`src/rtl/rom_loader.sv`:
```
// Framed byte-stream loader that writes Hack instruction words into ROM.
// Holds the CPU in reset until a length- and checksum-verified load completes.
module rom_loader #(
  parameter int ADDR_W         = 15,
  parameter int TIMEOUT_CYCLES = 1000000
) (
  input  logic              CLK,
  input  logic              reset,
  input  logic              start,
  input  logic [7:0]        rx_data,
  input  logic              rx_valid,
  output logic              rx_ready,
  output logic              rom_we,
  output logic [ADDR_W-1:0] rom_addr,
  output logic [15:0]       rom_data,
  output logic              cpu_reset,
  output logic              busy,
  output logic              done,
  output logic              error,
  output logic [1:0]        err_code,
  output logic [15:0]       word_count
);

  localparam int TW = $clog2(TIMEOUT_CYCLES + 1);

  typedef enum logic [2:0] {
    S_IDLE,
    S_CNT_HI,
    S_CNT_LO,
    S_DAT_HI,
    S_DAT_LO,
    S_CHK,
    S_DONE,
    S_ERR
  } state_t;

  state_t            state_q, state_d;
  logic [15:0]       len_q, len_d;
  logic [7:0]        hi_q, hi_d;
  logic [7:0]        sum_q, sum_d;
  logic [ADDR_W-1:0] addr_q, addr_d;
  logic [TW-1:0]     tmo_q, tmo_d;

  logic              we_d;
  logic [ADDR_W-1:0] rom_addr_d;
  logic [15:0]       rom_data_d;
  logic              cpu_reset_d;
  logic              done_d;
  logic              error_d;
  logic [1:0]        err_code_d;
  logic [15:0]       wc_d;

  logic              active;
  logic              xfer;
  logic              tmo_hit;
  logic [15:0]       n_len;

  always_comb begin
    active = 1'b0;
    unique case (1'b1)
      state_q == S_CNT_HI,
      state_q == S_CNT_LO,
      state_q == S_DAT_HI,
      state_q == S_DAT_LO,
      state_q == S_CHK: active = 1'b1;
      default: active = 1'b0;
    endcase
  end

  assign rx_ready = active;
  assign busy     = active;
  assign xfer     = rx_valid && active;
  assign tmo_hit  = (tmo_q == TW'(TIMEOUT_CYCLES - 1));
  assign n_len    = {len_q[15:8], rx_data};

  always_comb begin
    state_d     = state_q;
    len_d       = len_q;
    hi_d        = hi_q;
    sum_d       = sum_q;
    addr_d      = addr_q;
    tmo_d       = tmo_q;
    we_d        = 1'b0;
    rom_addr_d  = rom_addr;
    rom_data_d  = rom_data;
    cpu_reset_d = cpu_reset;
    done_d      = done;
    error_d     = error;
    err_code_d  = err_code;
    wc_d        = word_count;

    if (!active) begin
      if (start) begin
        state_d     = S_CNT_HI;
        addr_d      = '0;
        rom_addr_d  = '0;
        wc_d        = '0;
        sum_d       = '0;
        tmo_d       = '0;
        done_d      = 1'b0;
        error_d     = 1'b0;
        err_code_d  = 2'b00;
        cpu_reset_d = 1'b1;
      end
    end else if (xfer) begin
      // A transfer always beats a timeout landing in the same cycle
      tmo_d = '0;
      sum_d = sum_q + rx_data;
      unique case (state_q)
        S_CNT_HI: begin
          len_d[15:8] = rx_data;
          state_d     = S_CNT_LO;
        end
        S_CNT_LO: begin
          len_d = n_len;
          if (n_len == 16'd0 ||
              32'(n_len) > (32'd1 << ADDR_W)) begin
            state_d    = S_ERR;
            error_d    = 1'b1;
            err_code_d = 2'b01;
          end else begin
            state_d = S_DAT_HI;
          end
        end
        S_DAT_HI: begin
          hi_d    = rx_data;
          state_d = S_DAT_LO;
        end
        S_DAT_LO: begin
          we_d       = 1'b1;
          rom_data_d = {hi_q, rx_data};
          rom_addr_d = addr_q;
          addr_d     = addr_q + ADDR_W'(1);
          wc_d       = word_count + 16'd1;
          if (word_count + 16'd1 == len_q)
            state_d = S_CHK;
          else
            state_d = S_DAT_HI;
        end
        S_CHK: begin
          sum_d = sum_q;
          if (rx_data == sum_q) begin
            state_d     = S_DONE;
            done_d      = 1'b1;
            cpu_reset_d = 1'b0;
          end else begin
            state_d    = S_ERR;
            error_d    = 1'b1;
            err_code_d = 2'b10;
          end
        end
        default: state_d = state_q;
      endcase
    end else if (tmo_hit) begin
      state_d    = S_ERR;
      error_d    = 1'b1;
      err_code_d = 2'b11;
    end else begin
      tmo_d = tmo_q + TW'(1);
    end
  end

  always_ff @(posedge CLK) begin
    if (!reset) begin
      state_q    <= S_IDLE;
      len_q      <= '0;
      hi_q       <= '0;
      sum_q      <= '0;
      addr_q     <= '0;
      tmo_q      <= '0;
      rom_we     <= 1'b0;
      rom_addr   <= '0;
      rom_data   <= '0;
      cpu_reset  <= 1'b1;
      done       <= 1'b0;
      error      <= 1'b0;
      err_code   <= 2'b00;
      word_count <= '0;
    end else begin
      state_q    <= state_d;
      len_q      <= len_d;
      hi_q       <= hi_d;
      sum_q      <= sum_d;
      addr_q     <= addr_d;
      tmo_q      <= tmo_d;
      rom_we     <= we_d;
      rom_addr   <= rom_addr_d;
      rom_data   <= rom_data_d;
      cpu_reset  <= cpu_reset_d;
      done       <= done_d;
      error      <= error_d;
      err_code   <= err_code_d;
      word_count <= wc_d;
    end
  end

endmodule

```
`config.mk`:
```
export PLATFORM = sky130hd
export DESIGN_NAME = rom_loader
export DESIGN_NICKNAME = d
export VERILOG_FILES = /design/src/rtl/rom_loader.sv
export SDC_FILE = /design/constraint.sdc
export NUM_CORES = 1
export LEC_CHECK = 0
export BUFFER_PORTS_ARGS = -buffer_cell sky130_fd_sc_hd__buf_2
export CORE_ASPECT_RATIO = 0.8
export CORE_MARGIN = 4
export CORE_UTILIZATION = 52
export DETAILED_ROUTE_END_ITERATION = 10
export GPL_ROUTABILITY_DRIVEN = 0
export PLACE_DENSITY = 0.72
export RECOVER_POWER = 50
export SETUP_SLACK_MARGIN = 0.4
export SYNTH_ARGS = -nofsm -noshare
export SYNTH_HDL_FRONTEND = slang
export SYNTH_SLANG_ARGS = --single-unit
```
`constraint.sdc`:
```
create_clock -name CLK -period 3.5 [get_ports CLK]
set_input_delay 0 -clock CLK [delete_from_list [all_inputs] [get_ports CLK]]
set_output_delay 0 -clock CLK [all_outputs]
set_load 0.01 [all_outputs]
```
# After elaboration in Yosys (flattened, before gate mapping)
# Index checks and enable logic that the tools add are counted.
word_totals:
  input_bits: 12
  ff_bits: 123
  out_inout_bits: 55
  wordCells: 107
classes:
  reduce_logical: 16
  order_cmp: 1
  mux: 52
  n_addsub: 4
  n_eq_ne: 19
ops:
  columns: ["cell", "n"]
  rows:
  - ["2-to-1 mux 15 bit", 7]
  - ["2-to-1 mux 20 bit", 4]
  - ["2-to-1 mux 16 bit", 4]
  - ["2-to-1 mux 8 bit", 4]
  - ["AND reduction 3 bit", 8]
  - ["adder 20 x 1 -> 20 bit (second input constant)", 1]
  - ["equality test 20 bit (second input constant)", 1]
  - ["2-to-1 mux 1 bit", 18]
  - ["2-to-1 mux 3 bit", 6]
  - ["adder 16 x 1 -> 16 bit (second input constant)", 1]
  - ["equality test 16 bit", 1]
  - ["> comparator 16 bit (second input constant)", 1]
  - ["zero test 16 bit", 1]
  - ["adder 15 x 1 -> 15 bit (second input constant)", 1]
  - ["case mux 3 bit (5 select lines)", 1]
  - ["2-to-1 mux 2 bit", 6]
  - ["adder 8 bit", 1]
  - ["equality test 8 bit", 1]
  - ["!= test 2 x 1 -> 1 bit (second input constant)", 4]
  - ["!= test 7 x 2 -> 1 bit (second input constant)", 1]
  - ["equality test 3 x 2 -> 1 bit (second input constant)", 2]
  - ["equality test 3 bit (second input constant)", 2]
  - ["AND reduction 5 bit", 1]
  - ["OR reduction 5 bit", 1]
  - ["14 further kinds", 14]

# Depth between registers and ports, before layout
logic_depth:
  ltp_word: 6
  ltp_mapped: 9
  ltp_nobuf: 9

# Worst setup path after synthesis
# OpenSTA, ideal clock, no wires.
synth_path:
  kind: "register -> register"
  from: "register word_count[0]"
  to: "register state_q[1]"
  setup_time_ns: 0.115
  synth_period_minus_slack_ns: 2.237
  path_buffers: 1
  stages_incl_launch_ff: 9
  t_arrival_ns: 2.122
  path_slack_ns: 1.263
  path_cell_list: "dfxtp_1 ha_1 buf_2 nand3_2 nor4_2 xnor2_1 nor4_1 o2111ai_2 o21a_1"
synth_between:
  elab_chain_len: 6
synth_rtl:
  columns: ["element", "line_no", "source"]
  rows:
  - ["start, declared", "21", "output logic [15:0] word_count"]
  - ["start signal, assigned", "193", "word_count <= wc_d;"]
  - ["adder 16 x 1 -> 16 bit", "135", "if (word_count + 16'd1 == len_q)"]
  - ["equality test 16 bit", "135", null]
  - ["2-to-1 mux 3 bit", "135", null]
  - ["case mux 3 bit (5 select lines)", "109", "unique case (state_q)"]
  - ["2-to-1 mux 3 bit", "105", "end else if (xfer) begin"]
  - ["2-to-1 mux 3 bit", "92", "if (!active) begin"]
  - ["end signal, assigned", "180", "state_q <= state_d;"]
  - ["end, declared", "37", "state_t state_q, state_d;"]
# No other way between the ends.
# A chain may end at the register's enable or synchronous reset.

# Worst setup path after layout
# Same ends and word-level chain as after synthesis.

==> results.txt <==
Outcome -> finished, final reports clean
First-pass GRT wire length -> 25.0 mm
Hold slack -> 5.05 ps
# clock sinks -> 123
Site row count -> 34
Routed Wire Length -> 14.9 mm
Asr flop ratio synth -> 0
Drt first pass iters -> 5
Yosys cell types -> 61
Vias in the first global route -> 5,095
Final Cycle Share -> 0.800
Total Power -> 3.40 mW
Die Ht -> 104 um
WP depth -> 7
Reg2Reg Depth -> 7
Leakage -> 2.30 nW
Syn_nets -> 755
Critical path required time -> 3810 ps
Worst clock skew -> 10.7 ps
Final setup viols -> 0
Mapped Cells -> 732
CP bufs+invs -> 0
Critical Path Max Stage Delay -> 570 ps
Die width -> 128 um
Final worst setup slack -> 701 ps
Setup crit end kind -> flip-flop
Hold Path Class -> input pin to flip-flop
Crit path kind -> flip-flop to flip-flop
Fin crit period -> 2800 ps
Crit start category -> flip-flop
Total gr overflow -> 0
Worst path most repeated cell -> nor4_1
Cts bufs inserted -> 17
Nets -> 808
Setup Buffers After CTS -> 0
Dpl ws -> 730 ps
Antenna-violating nets left -> 0
CP max FO -> 8
Yosys reg bits -> 123
Top delay family on crit path -> simple AND/OR/NAND/NOR gates
Worst skew pair latency -> 420 ps
Maximum vdd drop -> 0.000332 V
Post-CTS Resized -> 0
Fmax -> 0.357 GHz
Max-slew violations -> 0
Maximum buffer depth of the clock tree -> 2
WL/cell -> 15.8 um
I/O Buffers -> 66
Setup tns final -> 0 ps
Prevailing post-synth register cell -> dfxtp_1
Layout cells sized above 1 -> 0.0789
Area leader, netlist -> dfxtp_1
Core area -> 11,100 sq um
Gr usage total -> 0.228
Initial Util -> 0.540
Worst-margin pin slew -> 1150 ps
WP data arrival -> 3110 ps
Worst-path clk slew -> 60 ps
Post-synthesis sequential area ratio -> 0.412
Synth top area cells -> dfxtp_1 (41%), nand2_1 (8.0%), xnor2_1 (5.9%)
Num ports -> 67
Synthesized area -> 5970 sq um
Worst hold path stage count -> 3
Number of H-tree levels -> 4
EDFF count, synth -> 0
HPWL Detailed -> 10.1 mm
Slew margin rel. -> 0.234
RSZ-0062 raised after global routing -> no
Fin. Hold Viols -> 0
Die area -> 13,300 sq um
P&R area growth vs syn -> 14.8%
Max-cap check violation count -> 0
1st-iter DRT viols -> 447
Syn avg cell area -> 8.16 sq um
CTS tree -> built
PwrDens -> 495 nW/um^2
DRC Markers -> 0
Vias -> 5,375
Crit path cell chain -> ha_1 > nand3_2 > nor4_1 > xnor2_1 > nor4_1 > o2111ai_2 > o21a_1
Largest net degree at the start of global routing -> 57
Post-synth top area share -> 0.412
Antenna violations before repair -> 0
CP max stage cell -> dfxtp_1
Via density -> 5.71
Clock Root Buffer -> clkbuf_16
Ys Warns -> 0
Inserted Diodes -> 0
-- per-layer routing --
layer	track usage	share of wire	up-vias
li1	-	-	2671
met1	0.315	0.47	2543
met2	0.350	0.46	136
met3	0.0561	0.054	25
met4	0.0712	0.014	0
met5	0	0	-
-- per-stage QoR --
step / instance area [sq um] / utilization / std cells
3_5_place_dp: 6260 / 0.566 / 900
4_1_cts: 6920 / 0.626 / 942
5_1_grt: 6860 / 0.620 / 942
2_1_floorplan: 5970 / - / 732
6_report: 6860 / 0.620 / 942
3_3_place_gp: 6260 / 0.566 / 900
-- synth_stat cells (all sizes together), types with 7 or more instances --
cell type,count
ha,10
xnor2,40
nand4,11
nor4,19
nand3,25
buf,17
nor3,18
o21ai,38
or3,12
clkbuf,29
a21oi,70
inv,20
nor2,64
a22o,15
and3,7
nand2,128
xor2,14
dfxtp,123
-- sequential cells by signal, summed over array words and instances (netlist names), 2 cells and up --
signal      cells
addr_q         15
hi_q            8
rom_addr       15
len_q          16
tmo_q          20
rom_data       16
sum_q           8
word_count     16
state_q         3
err_code        2
-- tightest hold or removal path, stage by stage --
cell     delay (ps)
buf_2           150
nand2_1         130
nand3_1         100
-- final cells by class --
cell class	instances	area, sq um
timing repair buffer	80	394
clock buffer	20	447
inverter	20	75.1
clock inverter	12	116
sequential	123	2460
multi-input combinational	543	3180
fill	991	4200
tap	144	180
-- cells in the final DEF, fill, tap and decap left out, drive strengths merged, types with 19 or more instances in the layout --
cell type and n:
a21oi 70, clkbuf 73, dfxtp 123, inv 23
nand2 128, nand3 25, nor2 64, nor4 19
o21ai 38, xnor2 40
-- logic make-up after synthesis --
kind of cell / synth area share
AOI/OAI and AO/OA: 0.165
xor gates and xnor gates: 0.0792
adders and majority gates: 0.0243
buffers and inverters: 0.0551
DFF: 0.412
and+or+nand+nor: 0.264
-- path summary, 6_finish.rpt --
| path | slack (ps) | from | end |
|---|---|---|---|
| max | 700 | word_count[0]$_SDFFE_PN0P_ | state_q[1]$_SDFFE_PN0P_ |
| min | 5 | start | cpu_reset$_SDFFE_PN1P_ |
| max reg2reg | 700 | word_count[0]$_SDFFE_PN0P_ | state_q[1]$_SDFFE_PN0P_ |
| min reg2reg | 460 | rom_data[7]$_SDFFE_PN0P_ | rom_data[7]$_SDFFE_PN0P_ |
-- power by group --
group,internal [mW],switching [mW]
Combinational,0.0916,0.188
Sequential,1.42,0.0278
Clock,1.00,0.664
Total,2.52,0.879
-- timing repair --
| item | CTS | global route |
|---|---|---|
| setup endpoints to repair | 0 | 0 |
| hold buffers | 10 | 0 |
| endpoints found under the hold margin | 36 | 0 |
Note: power is estimated with default switching activity, not from simulation.
